--- config.mk ---
export PLATFORM = sky130hd
export DESIGN_NAME = hazard_stall_unit_flat
export DESIGN_NICKNAME = d
export VERILOG_FILES = /design/src/rtl/hazard_stall_unit_pkg.sv /design/src/rtl/hazard_stall_unit_if.sv /design/src/rtl/hazard_stall_unit_sat_counter.sv /design/src/rtl/hazard_stall_unit.sv /design/src/flat_wrapper.sv
export SDC_FILE = /design/constraint.sdc
export NUM_CORES = 1
export LEC_CHECK = 0
export ABC_AREA = 1
export BUFFER_PORTS_ARGS = -buffer_cell sky130_fd_sc_hd__buf_2
export CAP_MARGIN = 20
export CORE_MARGIN = 2
export CORE_UTILIZATION = 48
export CTS_BUF_LIST = sky130_fd_sc_hd__clkbuf_4 sky130_fd_sc_hd__clkbuf_8
export CTS_CLUSTER_SIZE = 10
export DETAILED_ROUTE_END_ITERATION = 10
export GPL_ROUTABILITY_DRIVEN = 0
export PLACE_DENSITY = 0.84
export SYNTH_ARGS = -nofsm -noshare
export SYNTH_HDL_FRONTEND = slang
export SYNTH_HIERARCHICAL = 1
export SYNTH_SLANG_ARGS = --single-unit
--- constraint.sdc ---
create_clock -name Clk -period 1.4 [get_ports Clk]
set_input_delay 0.14 -clock Clk [delete_from_list [all_inputs] [get_ports Clk]]
set_output_delay 0.14 -clock Clk [all_outputs]
set_load 0.02 [all_outputs]
--- src/rtl/hazard_stall_unit_pkg.sv ---
// Shared pipeline definitions: stall-controller state encodings and the
// hard-wired zero register number, also used by the forwarding unit.
package hazard_stall_unit_pkg;

    typedef enum logic [1:0] {
        RUN         = 2'd0,
        MULTI_STALL = 2'd1
    } state_t;

    localparam logic [4:0] REG_ZERO = 5'd0;

endpackage

--- src/rtl/hazard_stall_unit_if.sv ---
// Hazard-unit bundle: ID/EX hazard sources in, pipeline control out.
// master drives the hazard sources, slave is the stall controller.
interface hazard_stall_unit_if #(
    parameter int REG_W = 5,
    parameter int CNT_W = 16
);
    import hazard_stall_unit_pkg::*;

    logic [REG_W-1:0] IFID_RegisterRs;
    logic [REG_W-1:0] IFID_RegisterRt;
    logic             IFID_UsesRt;
    logic             IDEX_MemRead;
    logic [REG_W-1:0] IDEX_RegisterRt;
    logic             ID_MultiStart;
    logic             EX_BranchTaken;
    logic             PCWrite;
    logic             IFIDWrite;
    logic             IDEX_Bubble;
    logic             IFID_Flush;
    logic             IDEX_Flush;
    logic             Stall_Busy;
    logic [CNT_W-1:0] Stall_Count;

    modport master (
        output IFID_RegisterRs, IFID_RegisterRt, IFID_UsesRt,
        output IDEX_MemRead, IDEX_RegisterRt,
        output ID_MultiStart, EX_BranchTaken,
        input  PCWrite, IFIDWrite, IDEX_Bubble,
        input  IFID_Flush, IDEX_Flush,
        input  Stall_Busy, Stall_Count
    );

    modport slave (
        input  IFID_RegisterRs, IFID_RegisterRt, IFID_UsesRt,
        input  IDEX_MemRead, IDEX_RegisterRt,
        input  ID_MultiStart, EX_BranchTaken,
        output PCWrite, IFIDWrite, IDEX_Bubble,
        output IFID_Flush, IDEX_Flush,
        output Stall_Busy, Stall_Count
    );

endinterface

--- src/rtl/hazard_stall_unit_sat_counter.sv ---
// Saturating up-counter: q increments on each clock with inc=1 and
// sticks at all-ones. Ports: clk, rst_n (async low), inc, q[W].
module sat_counter #(
    parameter int W = 16
) (
    input  logic         clk,
    input  logic         rst_n,
    input  logic         inc,
    output logic [W-1:0] q
);

    logic [W-1:0] q_q;
    logic [W-1:0] q_d;

    always_comb begin
        q_d = q_q;
        if (inc && (q_q != {W{1'b1}})) begin
            q_d = q_q + W'(1);
        end
    end

    always_ff @(posedge clk or negedge rst_n) begin
        if (!rst_n) begin
            q_q <= '0;
        end else begin
            q_q <= q_d;
        end
    end

    assign q = q_q;

endmodule

--- src/rtl/hazard_stall_unit.sv ---
// Stall/flush controller for load-use, multi-cycle EX ops and taken branches.
// Ports: Clk, Reset (async low), hz (slave: hazard sources in, controls out).
module hazard_stall_unit
    import hazard_stall_unit_pkg::*;
#(
    parameter int REG_W     = 5,
    parameter int MULTI_LAT = 4,
    parameter int CNT_W     = 16
) (
    input  logic                Clk,
    input  logic                Reset,
    hazard_stall_unit_if.slave  hz
);

    localparam int CW = (MULTI_LAT > 2) ? $clog2(MULTI_LAT) : 1;

    state_t        state_q;
    state_t        state_d;
    logic [CW-1:0] cnt_q;
    logic [CW-1:0] cnt_d;

    logic pc_write;
    logic ifid_write;
    logic bubble;
    logic flush;
    logic busy;
    logic load_use;

    // Register 0 is hard-wired, so a load into it never creates a hazard.
    always_comb begin
        load_use = hz.IDEX_MemRead
            && (hz.IDEX_RegisterRt != REG_W'(REG_ZERO))
            && ((hz.IDEX_RegisterRt == hz.IFID_RegisterRs)
                || (hz.IFID_UsesRt
                    && (hz.IDEX_RegisterRt == hz.IFID_RegisterRt)));
    end

    always_comb begin
        state_d    = state_q;
        cnt_d      = cnt_q;
        pc_write   = 1'b1;
        ifid_write = 1'b1;
        bubble     = 1'b0;
        flush      = 1'b0;
        busy       = 1'b0;
        if (Reset) begin
            busy = (state_q == MULTI_STALL);
            if (hz.EX_BranchTaken) begin
                // Wrong-path instrs are squashed; any stall is abandoned.
                flush   = 1'b1;
                state_d = RUN;
                cnt_d   = '0;
            end else if (state_q == MULTI_STALL) begin
                pc_write   = 1'b0;
                ifid_write = 1'b0;
                bubble     = 1'b1;
                if (cnt_q == '0) begin
                    state_d = RUN;
                end else begin
                    cnt_d = cnt_q - CW'(1);
                end
            end else if (load_use) begin
                pc_write   = 1'b0;
                ifid_write = 1'b0;
                bubble     = 1'b1;
            end else if (hz.ID_MultiStart) begin
                // Issue cycle itself is not a stall; EX holds MULTI_LAT-1 more.
                state_d = MULTI_STALL;
                cnt_d   = CW'(MULTI_LAT - 2);
            end
        end
    end

    always_ff @(posedge Clk or negedge Reset) begin
        if (!Reset) begin
            state_q <= RUN;
            cnt_q   <= '0;
        end else begin
            state_q <= state_d;
            cnt_q   <= cnt_d;
        end
    end

    sat_counter #(
        .W(CNT_W)
    ) u_stall_cnt (
        .clk   (Clk),
        .rst_n (Reset),
        .inc   (~pc_write),
        .q     (hz.Stall_Count)
    );

    assign hz.PCWrite     = pc_write;
    assign hz.IFIDWrite   = ifid_write;
    assign hz.IDEX_Bubble = bubble;
    assign hz.IFID_Flush  = flush;
    assign hz.IDEX_Flush  = flush;
    assign hz.Stall_Busy  = busy;

endmodule
--- src/flat_wrapper.sv ---
// flat-port wrapper written by rule: the top's interface ports become plain ports
module hazard_stall_unit_flat import hazard_stall_unit_pkg::*;
#(
    parameter int REG_W     = 5,
    parameter int MULTI_LAT = 4,
    parameter int CNT_W     = 16
)
  (Clk, Reset, hz_IFID_RegisterRs, hz_IFID_RegisterRt, hz_IFID_UsesRt, hz_IDEX_MemRead, hz_IDEX_RegisterRt, hz_ID_MultiStart, hz_EX_BranchTaken, hz_PCWrite, hz_IFIDWrite, hz_IDEX_Bubble, hz_IFID_Flush, hz_IDEX_Flush, hz_Stall_Busy, hz_Stall_Count);
  hazard_stall_unit_if #(.REG_W(REG_W), .CNT_W(CNT_W)) hz_i ();
  input  logic Clk;
  input  logic Reset;
  input wire logic [$bits(hz_i.IFID_RegisterRs)-1:0] hz_IFID_RegisterRs;
  input wire logic [$bits(hz_i.IFID_RegisterRt)-1:0] hz_IFID_RegisterRt;
  input wire logic [$bits(hz_i.IFID_UsesRt)-1:0] hz_IFID_UsesRt;
  input wire logic [$bits(hz_i.IDEX_MemRead)-1:0] hz_IDEX_MemRead;
  input wire logic [$bits(hz_i.IDEX_RegisterRt)-1:0] hz_IDEX_RegisterRt;
  input wire logic [$bits(hz_i.ID_MultiStart)-1:0] hz_ID_MultiStart;
  input wire logic [$bits(hz_i.EX_BranchTaken)-1:0] hz_EX_BranchTaken;
  output wire logic [$bits(hz_i.PCWrite)-1:0] hz_PCWrite;
  output wire logic [$bits(hz_i.IFIDWrite)-1:0] hz_IFIDWrite;
  output wire logic [$bits(hz_i.IDEX_Bubble)-1:0] hz_IDEX_Bubble;
  output wire logic [$bits(hz_i.IFID_Flush)-1:0] hz_IFID_Flush;
  output wire logic [$bits(hz_i.IDEX_Flush)-1:0] hz_IDEX_Flush;
  output wire logic [$bits(hz_i.Stall_Busy)-1:0] hz_Stall_Busy;
  output wire logic [$bits(hz_i.Stall_Count)-1:0] hz_Stall_Count;
  assign hz_i.IFID_RegisterRs = hz_IFID_RegisterRs;
  assign hz_i.IFID_RegisterRt = hz_IFID_RegisterRt;
  assign hz_i.IFID_UsesRt = hz_IFID_UsesRt;
  assign hz_i.IDEX_MemRead = hz_IDEX_MemRead;
  assign hz_i.IDEX_RegisterRt = hz_IDEX_RegisterRt;
  assign hz_i.ID_MultiStart = hz_ID_MultiStart;
  assign hz_i.EX_BranchTaken = hz_EX_BranchTaken;
  assign hz_PCWrite = hz_i.PCWrite;
  assign hz_IFIDWrite = hz_i.IFIDWrite;
  assign hz_IDEX_Bubble = hz_i.IDEX_Bubble;
  assign hz_IFID_Flush = hz_i.IFID_Flush;
  assign hz_IDEX_Flush = hz_i.IDEX_Flush;
  assign hz_Stall_Busy = hz_i.Stall_Busy;
  assign hz_Stall_Count = hz_i.Stall_Count;
  hazard_stall_unit #(.REG_W(REG_W), .MULTI_LAT(MULTI_LAT), .CNT_W(CNT_W)) u_core (.Clk(Clk), .Reset(Reset), .hz(hz_i));
endmodule
# --- Word level (Yosys, flattened, before mapping) ---
# Index checks and enable logic that the tools add are counted.
totals:
  in_bits: 21
  register_bits: 20
  wordCells: 44
  output_inout_bits: 22
classes:
  addsub: 2
  bitwise: 1
  n_mux: 21
  n_reduce_logical: 10
  n_eq_ne: 7
ops:
  columns: ["op", "count"]
  rows:
  - ["two-way mux 2 bit", 10]
  - ["adder 16 x 1 -> 16 bit (second input constant)", 1]
  - ["!= test 16 bit (second input constant)", 1]
  - ["two-way mux 1 bit", 11]
  - ["equality test 5 bit", 2]
  - ["!= test 3 bit (second input constant)", 3]
  - ["AND reduction 4 bit", 2]
  - ["nonzero test 5 bit", 1]
  - ["logical AND 1 bit", 4]
  - ["nonzero test 3 bit", 1]
  - ["equality test 2 x 1 -> 1 bit (second input constant)", 1]
  - ["logical NOT 2 bit", 1]
  - ["subtractor 2 x 1 -> 2 bit (second input constant)", 1]
  - ["logical OR 1 bit", 1]
  - ["inverter 1 bit", 1]

# --- Longest topological paths before layout ---
# Gate-level depths: netlist (run 1).
logic_depth:
  ltp_word: 10
  ltp_mapped: 16

# --- Cells and area by module ---
# Netlist (run 1), hierarchy kept.
modules_own_cells:
  columns: ["mod", "instances", "cells_each", "area_each_um2", "seq_area_each_um2"]
  rows:
  - ["sat_counter", 1, 149, 1058.5, 400.4]
  - ["hazard_stall_unit", 1, 90, 501.7, 75.1]

# --- Least setup slack after synthesis (run 1) ---
# OpenSTA, ideal clock, no wires.
synth_path:
  kind: "reg2reg"
  start: "register u_core.state_q[0]"
  end: "register u_core.u_stall_cnt.q_q[15] (netlist: u_core/u_stall_cnt/q[15])"
  arrival_ps: 1547
  path_buffers: 0
  stages_incl_launch_ff: 12
  synth_period_minus_slack_ps: 1659
  slack_ps: -259
  cell_sequence: "dfrtp_1 -> inv_1 -> nor2_1 -> inv_1 -> a21oi_4 -> inv_1 -> nor2_1 -> nand2_1 -> nor2_1 -> nand3_1 -> nand2_1 -> inv_1"
synth_via:
  elab_chain_cells: 6
synth_lines:
  columns: ["item", "line_no", "text"]
  rows:
  - ["from (decl)", "hazard_stall_unit.sv:17", "state_t state_q;"]
  - ["from (signal assigned)", "hazard_stall_unit.sv:79", "state_q <= state_d;"]
  - ["equality test 2 x 1 -> 1 bit", "hazard_stall_unit.sv:53", "end else if (state_q == MULTI_STALL) begin"]
  - ["two-way mux 1 bit", "hazard_stall_unit.sv:53", null]
  - ["two-way mux 1 bit", "hazard_stall_unit.sv:48", "if (hz.EX_BranchTaken) begin"]
  - ["two-way mux 1 bit", "hazard_stall_unit.sv:46", "if (Reset) begin"]
  - ["inverter 1 bit", "hazard_stall_unit.sv:89", ".inc (~pc_write),"]
  - ["logical AND 1 bit", "hazard_stall_unit_sat_counter.sv:17", "if (inc && (q_q != {W{1'b1}})) begin"]
  - ["to (signal assigned)", "hazard_stall_unit_sat_counter.sv:26", "q_q <= q_d;"]
  - ["to (decl)", "hazard_stall_unit_sat_counter.sv:12", "logic [W-1:0] q_q;"]
# No other way between the ends.
# A chain may end at the register's enable or synchronous reset.

# --- Worst setup path in the final report (run 1) ---
# Same ends and word-level chain as after synthesis.

==> results of run 1 <==
==> cells by family after synthesis <==
group | count (synthesis) | synth area share (%)
buffers and inverters | 40 | 11.1
AO/OA/AOI/OAI | 14 | 6.33
flip-flops | 19 | 30.5
adder cells (fa/ha/maj) | 2 | 1.60
XOR/XNOR | 7 | 3.93
AND/OR/NAND/NOR | 157 | 46.6
==> cell type report <==
type | instances | area share [%]
multi-input cells | 180 | 46.6
clock inverters | 1 | 0.218
well taps | 44 | 2.40
clock buffers | 3 | 0.981
repair buffers | 76 | 22.8
inverters | 36 | 6.11
flip-flops and latches | 19 | 20.9
==> flip-flops by register name, summed over array words and instances (netlist names) <==
register,flops
u_core/cnt_q,2
u_core/state_q,1
u_core/u_stall_cnt/q,16
==> timing repair <==
| action | 4_1_cts | 5_1_grt |
|---|---|---|
| buffers inserted | 6 | 4 |
| pin swaps | 4 | 19 |
| cloned | 0 | 1 |
| setup endpoints to repair | 5 | 19 |
| gates resized for setup | 6 | 46 |
| hold buffers | 1 | 0 |
| endpoints found under the hold margin | 19 | 0 |
==> critical path, cell delays in order, from the launching register on <==
cell and delay, ns:
dfrtp_1 0.39, inv_2 0.07, nor2_4 0.12, inv_2 0.06, a21oi_4 0.14, buf_6 0.12
inv_4 0.03, nor2_1 0.08, nand2_1 0.08, nor2_2 0.13, nand3_1 0.08, nand2_1 0.07
inv_1 0.03
==> per-layer routing <==
layer / track usage (%) / wire (um) / part of all wire (%) / up-vias
li1: - / - / - / 885
met1: 28.0 / 1790 / 38 / 827
met2: 41.3 / 2380 / 51 / 103
met3: 2.94 / 313 / 6.7 / 28
met4: 10.9 / 174 / 3.7 / 0
met5: 0 / 0 / 0 / -
==> metrics by stage <==
step,setup WS [ns],cells,TNS [ns],hold slack (ns)
6_report,-0.103,359,-1.25,0.263
5_1_grt,-0.182,359,-2.24,0.292
4_1_cts,-0.0209,354,-0.0732,0.219
3_5_place_dp,-0.184,343,-1.92,0.162
3_3_place_gp,-0.117,343,-0.808,0.163
2_1_floorplan,-0.107,239,-0.294,-0.156
==> synthesized netlist by cell type, types with 2 or more instances <==
cell type and count:
nor2_1 21, nand2_1 95, inv_1 28, dfrtp_1 19
inv_2 8, nor2_2 5, nand3_1 11, nand4_1 6
buf_6 2, nand2_2 10, ha_1 2, nand3_2 2
xnor2_1 6, nor2_4 5, o21ai_2 2, o21ai_0 7
buf_4 2
==> how the worst max path moves through the flow <==
stage	start	endpoint	slack (ns)	cells after the start
floorplan	u_core/state_q[0]	u_core/u_stall_cnt/q[15]	-0.11	11
global placement	hz_IDEX_RegisterRt[0]	u_core/u_stall_cnt/q[15]	-0.12	16
detailed placement	hz_IDEX_RegisterRt[0]	u_core/u_stall_cnt/q[15]	-0.18	16
CTS	u_core/state_q[0]	hz_PCWrite	-0.02	7
global route	u_core/state_q[0]	u_core/u_stall_cnt/q[15]	-0.18	12
finish	u_core/state_q[0]	u_core/u_stall_cnt/q[15]	-0.10	12
==> power by group through the flow <==
stage / clock [uW] / combinational [uW] / sequential [uW]
2_1_floorplan: 0 / 468 / 968
3_3_place_gp: 0 / 1030 / 792
3_5_place_dp: 0 / 1060 / 796
4_1_cts: 288 / 1130 / 782
5_1_grt: 300 / 1460 / 810
6_report: 279 / 1350 / 791
==> results_dict.tcl, run 1 <==
set metrics [dict create \
    cts_tree "built" \
    dieArea_mm2 0.00372 \
    vias 1843 \
    whs_path_depth 5 \
    power.density_mw_per_mm2 1050 \
    mostFrequentLayoutCells "nand2_1, buf_2, buf_4" \
    hold_end "u_core/state_q[0]" \
    max_slew_margin_pct 41.4 \
    hold_viol 0 \
    final_common_cell "nand2_1" \
    numPortBuffers 42 \
    synth-edff-count 0 \
    end_kind "flop" \
    utilization_pct 74.6 \
    reg2reg_from "u_core/state_q[0]" \
    power.total_uw 2420 \
    ant_nets 0 \
    p_seq_share_pct 32.7 \
    core_mm2 0.00308 \
    grt_pass1_vias 1525 \
    layout_min_cycle_time_ns 1.50 \
    violations "negative setup slack" \
    vias_per_cell 5.13 \
    slew_viol_final 0 \
    grt_antenna_before_repair 0 \
    routed_wl_mm 4.65 \
    worst_slack_ns -0.103 \
    start_util_pct 50.7 \
    internal_power_uw 1360 \
    clock_skew_ns 0.0160 \
    root_buffer "clkbuf_4" \
    synth_nets 262 \
    place_area_mm2 0.00199 \
    drt_iter0_drc 76 \
    ys_ff_latch 19 \
    drive_above_1_share_pct 46.7 \
    ys_seq_area_share_pct 30.5 \
    rows 20 \
    required_ns 1.59 \
    htree_levels 1 \
    top_level_ports 43 \
    nNetsFinal 339 \
    synth_area_leader_cell "dfrtp_1" \
    areaGrowthSynthToFinish_pct 47.1 \
    cts_sinks 19 \
    fmax_mhz 665 \
    clockBufferDepth 2 \
    combPwrFrac_pct 55.8 \
    worstHoldStart "hz_ID_MultiStart" \
    setup-violations-final 18 \
    async_flop_share_pct 100 \
    grt_max_degree 20 \
    drtPass1Iterations 4 \
    min_path_type "primary input to flop" \
    max-cap-violations 0 \
    fin_area_mm2 0.00229 \
    critPathLaunchType "flop" \
    period_share_pct 107 \
    run_status "finished with violations" \
    peakVddDrop_v 0.000881 \
    grt_usage_pct 23.3 \
    reg2regPathDepth 12 \
    yosys_warnings 6 \
    regArea_um2 479 \
    diodes 0 \
    syn_area_mm2 0.00156 \
    grt_pass1_wl_mm 6.37 \
    rrSetupSlack_ns -0.10 \
    pwr-share-clk_pct 11.5 \
    crit-reg2reg-capture "u_core/u_stall_cnt/q[15]" \
    wl_per_cell_um 13.0 \
    netSwitchingFraction_pct 44.0 \
    post-dp-hpwl_mm 2.95 \
    drcViolationCount 0 \
    cts_buffers 3 \
    die_x_um 61.0 \
    clk_latency_ns 0.30 \
    net-switching-power_uw 1060 \
    synth_ff_type "dfrtp_1" \
    power.static_leakage_uw 0.00128 \
    cts.reportedPaths.clkPinSlew_ns 0.10 \
    gr-total-overflow 0 \
    synth.lib_cells_used.distinct 25 \
    multi_input_area_mm2 0.00107 \
    synth_top_area_share_pct 30.5 \
    avgSynthCellArea_um2 6.53 \
    fillers 244 \
    synth_cells 239 \
    rsz0062_at_grt "true" \
    tightest_slew_ns 0.875 \
    cp_max_fo 2 \
    crit_type "flop to flop" \
    cp.arrival_ns 1.70 \
    fp.dieH_um 61.0 \
    synth_area_leaders "dfrtp_1, nand2_1, inv_1, nor2_1, nand2_2" \
]
(Power assumes the default switching activity.)
==> run 2, diff against run 1 <==
--- a/config.mk
+++ b/config.mk
@@ -8,8 +8,10 @@
 export ABC_AREA = 1
 export BUFFER_PORTS_ARGS = -buffer_cell sky130_fd_sc_hd__buf_2
 export CAP_MARGIN = 20
+export CELL_PAD_IN_SITES_DETAIL_PLACEMENT = 1
+export CELL_PAD_IN_SITES_GLOBAL_PLACEMENT = 2
 export CORE_MARGIN = 2
-export CORE_UTILIZATION = 48
+export CORE_UTILIZATION = 25
 export CTS_BUF_LIST = sky130_fd_sc_hd__clkbuf_4 sky130_fd_sc_hd__clkbuf_8
 export CTS_CLUSTER_SIZE = 10
 export DETAILED_ROUTE_END_ITERATION = 10
==> results_dict.tcl, run 2 (synthesis results as in run 1) <==
set metrics [dict create \
    violations "negative setup slack" \
    numPortBuffers 42 \
    fp.dieH_um 83 \
    crit_chain "inv_2 > nor2_4 > inv_2 > a21oi_4 > buf_6 > inv_2 > buf_6" \
    post-dp-hpwl_mm 3.76 \
    core_mm2 0.00599 \
    largest_reg_flops 16 \
    routed_wl_mm 4.91 \
    clock_skew_ns 0.00643 \
    worstHoldStart "hz_EX_BranchTaken" \
    grt_pass1_vias 1804 \
    regArea_um2 479 \
    cp.arrival_ns 1.30 \
    dieArea_mm2 0.00689 \
    mostFrequentLayoutCells "nand2_1, buf_2, buf_4" \
    cts.reportedPaths.clkPinSlew_ns 0.08 \
    power.density_mw_per_mm2 1050 \
    crit-reg2reg-capture "u_core/u_stall_cnt/q[9]" \
    drtPass1Iterations 4 \
    fillers 783 \
    cts_sinks 19 \
    vias 1728 \
    rows 28 \
    layout_min_cycle_time_ns 1.44 \
    rsz0062_at_grt "true" \
    final_common_cell "nand2_1" \
    ant_nets 0 \
    reg2regPathDepth 9 \
    setup-violations-final 9 \
    worstSetupStartpoint "u_core/state_q[0]" \
    max-cap-violations 0 \
    grt_usage_pct 14.9 \
    place_area_mm2 0.00208 \
    cp_max_fo 3 \
    fmax_mhz 694 \
    power.static_leakage_uw 0.00119 \
    min_path_type "primary input to flop" \
    crit_buf_inv 5 \
    drive_above_1_share_pct 41.3 \
    critPathLaunchType "flop" \
    slew_viol_final 0 \
    nNetsFinal 344 \
    grt_max_degree 17 \
    end_kind "output port" \
    worst-path-stages 7 \
    worst_hold_slack_ns 0.296 \
    clockBufferDepth 2 \
    grt_antenna_before_repair 0 \
    top_level_ports 43 \
    hold_end "u_core/cnt_q[1]" \
    run_status "finished with violations" \
    period_share_pct 103 \
    drt_iter0_drc 74 \
    root_buffer "clkbuf_8" \
    slowest_stage "dfrtp_1" \
    drcViolationCount 0 \
    hold_viol 0 \
    cts_tree "built" \
    worst_slack_ns -0.0415 \
    rrSetupSlack_ns -0.01 \
    areaGrowthSynthToFinish_pct 45.1 \
    critPathMostFrequentCell "inv_2" \
    max_slew_margin_pct 64.7 \
    vias_per_cell 4.37 \
    grt_pass1_wl_mm 8.53 \
    clk_latency_ns 0.26 \
    start_util_pct 26.0 \
    peakVddDrop_v 0.000650 \
    whs_path_depth 5 \
    htree_levels 1 \
    critical_path.top_delay_family "buffers and inverters" \
    multi_input_area_um2 966 \
    die_x_um 83 \
    diodes 0 \
    crit_path_max_incr_delay_ns 0.37 \
    required_ns 1.26 \
    wl_per_cell_um 12.4 \
    gr-total-overflow 0 \
    crit_type "flop to output port" \
    fin_area_mm2 0.00226 \
    tightest_slew_ns 0.528 \
    reg2reg_from "u_core/state_q[0]" \
    cts_buffers 3 \
]
-- run 2: cell count changes in the layout (fill, tap and decap cells not counted), sizes merged --
cell and change:
buf +5, clkbuf -1, clkinv -1, clkinvlp +1
dlygate4sd3 +1
-- run 2: worst max-delay path by stage --
stage,endpoint,slack [ns]
after floorplan,u_core/u_stall_cnt/q[15],-0.11
after global placement,u_core/u_stall_cnt/q[15],-0.14
after detailed placement,u_core/u_stall_cnt/q[15],-0.22
after CTS,hz_PCWrite,-0.04
after global routing,u_core/u_stall_cnt/q[15],-0.15
final,hz_PCWrite,-0.04
-- run 2: timing repair --
action	4_1_cts	5_1_grt
pin swaps	4	6
hold buffers	2	0
endpoints found under the setup margin	18	21
setup buffers	6	3
hold endpoints to repair	10	0
resized for setup	9	8
-- run 2: where the power goes --
| part | total (uW) | switching (uW) | leakage, uW | internal (uW) |
|---|---|---|---|---|
| Sequential | 796 | 116 | 0.000240 | 679 |
| Combinational | 1170 | 662 | 0.000925 | 506 |
| Clock | 402 | 202 | 0.0000217 | 201 |
| Total | 2370 | 980 | 0.00119 | 1390 |
-- run 2: metal layers --
metal	track usage, %	wire [um]	vias up
li1	-	-	890
met1	19.4	2260	813
met2	26.0	2490	23
met3	2.58	125	2
met4	2.68	34	0
met5	0	0	-
-- run 2: final cells by class --
type,count,area share [%]
multi-input cells,180,42.7
repair buffers,81,23.9
flip-flops and latches,19,21.2
inverters,36,5.97
well taps,75,4.15
clock buffers,3,1.82
clock inverters,1,0.332
-- run 2: stage by stage --
stage	setup TNS [ns]	std cells	power (uW)	setup WS, ns	util (%)
5_1_grt	-1.92	395	2590	-0.147	37.8
3_5_place_dp	-2.02	381	1890	-0.224	34.7
6_report	-0.154	395	2370	-0.0415	37.8
4_1_cts	-0.125	393	2370	-0.0417	37.1
2_1_floorplan	-0.294	239	1440	-0.107	-
3_3_place_gp	-1.03	381	1870	-0.144	34.7
-- run 2: worst register-to-register path, delay by kind of cell (launching register included) --
family                 cells  cell delay, ns
AO/OA/AOI/OAI              2            0.25
AND/OR/NAND/NOR            2            0.19
flip-flops                 1            0.37
buffers and inverters      5            0.47
==> run 3, diff against run 2 <==
--- a/config.mk
+++ b/config.mk
@@ -16,7 +16,7 @@
 export CTS_CLUSTER_SIZE = 10
 export DETAILED_ROUTE_END_ITERATION = 10
 export GPL_ROUTABILITY_DRIVEN = 0
-export PLACE_DENSITY = 0.84
+export PLACE_DENSITY = 0.82
 export SYNTH_ARGS = -nofsm -noshare
 export SYNTH_HDL_FRONTEND = slang
 export SYNTH_HIERARCHICAL = 1
==> results_dict.tcl, run 3 (synthesis results as in run 1) <==
set metrics [dict create \
    cp_max_fo 3 \
    rsz0062_at_grt "true" \
    utilization_pct 38.8 \
    vias 1730 \
    crit_type "flop to output port" \
    dieArea_mm2 0.00689 \
    drcViolationCount 0 \
    layout_min_cycle_time_ns 1.43 \
    slew_viol_final 0 \
    critical_path.top_delay_family "buffers and inverters" \
    max-cap-violations 0 \
    worst_slack_ns -0.0251 \
    top_level_ports 43 \
    drive_above_1_share_pct 43.0 \
    areaGrowthSynthToFinish_pct 48.8 \
    clk_latency_ns 0.26 \
    cp.arrival_ns 1.29 \
    grt_pass1_vias 1742 \
    fillers 799 \
    min_path_type "primary input to flop" \
    grt_pass1_wl_mm 7.88 \
    gr-total-overflow 0 \
    clockBufferDepth 2 \
    run_status "finished with violations" \
    power.density_mw_per_mm2 1050 \
    nNetsFinal 345 \
    slowest_stage "dfrtp_1" \
    violations "negative setup slack" \
    drtPass1Iterations 4 \
    grt_antenna_before_repair 0 \
    diodes 0 \
    root_buffer "clkbuf_8" \
    routed_wl_mm 4.90 \
    tightest_slew_ns 0.269 \
    required_ns 1.26 \
    drt_iter0_drc 51 \
    peakVddDrop_v 0.000697 \
    die_x_um 83 \
    hold_viol 0 \
    fp.dieH_um 83 \
    final_common_cell "nand2_1" \
    end_kind "output port" \
    cts_sinks 19 \
    wl_per_cell_um 12.4 \
    mostFrequentLayoutCells "nand2_1, buf_2, buf_4" \
    cts_tree "built" \
    start_util_pct 26.0 \
    core_mm2 0.00599 \
    period_share_pct 102 \
    worst_hold_slack_ns 0.261 \
    rows 28 \
    power.static_leakage_uw 0.00122 \
    crit_chain "inv_2 > nor2_4 > inv_2 > a21oi_4 > buf_6 > inv_4 > buf_6" \
    numPortBuffers 42 \
    max_slew_margin_pct 81.9 \
    post-dp-hpwl_mm 3.74 \
    critPathLaunchType "flop" \
    htree_levels 1 \
    grt_max_degree 17 \
    clock_skew_ns 0.00909 \
    grt_usage_pct 13.6 \
    cts.reportedPaths.clkPinSlew_ns 0.08 \
    ant_nets 0 \
    fmax_mhz 702 \
    largest_reg_flops 16 \
    setup-violations-final 13 \
    crit_path_max_incr_delay_ns 0.37 \
    cts_buffers 3 \
    crit_buf_inv 5 \
    vias_per_cell 4.37 \
]
-- run 3: changes by cell type in the layout (fill, tap and decap cells not counted), sizes merged --
cell	before	now
clkbuf	3	4
-- run 3: timing repair --
item	4_1_cts	5_1_grt
cloned	0	1
gates resized for setup	9	22
pin swaps	2	9
hold endpoints to repair	5	0
buffers inserted	6	6
hold buffers	2	0
endpoints found under the setup margin	18	24
-- run 3: per-stage QoR --
stage | total power, uW | setup WS (ns) | cells | TNS (ns) | cell area (um^2)
after global placement | 1860 | -0.165 | 379 | -1.82 | 2060
final | 2440 | -0.0251 | 396 | -0.211 | 2320
after CTS | 2370 | -0.0432 | 391 | -0.133 | 2200
after floorplan | 1440 | -0.107 | 239 | -0.294 | 1580
after global routing | 2630 | -0.117 | 396 | -1.57 | 2320
after detailed placement | 1880 | -0.213 | 379 | -1.83 | 2060
-- run 3: path summary, 6_finish.rpt --
| path | startpoint | endpoint | slack [ns] | cells past startpoint |
|---|---|---|---|---|
| setup / recovery | u_core/state_q[0] | hz_PCWrite | -0.03 | 7 |
| min in group asynchronous | Reset | u_core/u_stall_cnt/q[7] | 0.54 | 4 |
| hold reg to reg | u_core/cnt_q[1] | u_core/cnt_q[1] | 0.48 | 2 |
| hold / removal | hz_ID_MultiStart | u_core/state_q[0] | 0.26 | 5 |
| max in group asynchronous | Reset | u_core/u_stall_cnt/q[13] | 0.20 | 4 |
| setup reg to reg | u_core/state_q[0] | u_core/u_stall_cnt/q[10] | -0.03 | 10 |
-- run 3: routing by layer --
metal | GRT usage (%) | routed length (um) | up-vias
met5 | 0 | 0 | -
met4 | 2.68 | 23 | 0
met3 | 1.89 | 126 | 2
met2 | 23.7 | 2500 | 25
met1 | 17.9 | 2260 | 814
li1 | - | - | 889
-- run 3: worst reg2reg max path, cell delays in order (launching register included) --
cell and delay, ns:
dfrtp_1 0.37, inv_2 0.06, nor2_4 0.09, inv_2 0.06
a21oi_4 0.16, inv_2 0.05, buf_4 0.13, nor2_4 0.15
clkbuf_16 0.19, nand2_2 0.06, o21ai_2 0.04
-- run 3: report_power, final --
part           switching, uW  internal, uW  total, uW
Combinational            704           546       1250
Sequential               110           677        787
Clock                    203           201        404
Total                   1020          1420       2440
-- run 3: layout make-up --
type	instances	area, um^2	share of cell area (%)
multi-input combinational	180	987	42.5
timing repair buffer	82	574	24.7
sequential	19	478	20.6
inverter	36	140	6.03
tap	75	93.8	4.04
clock buffer	3	41.3	1.78
clock inverter	1	7.51	0.323
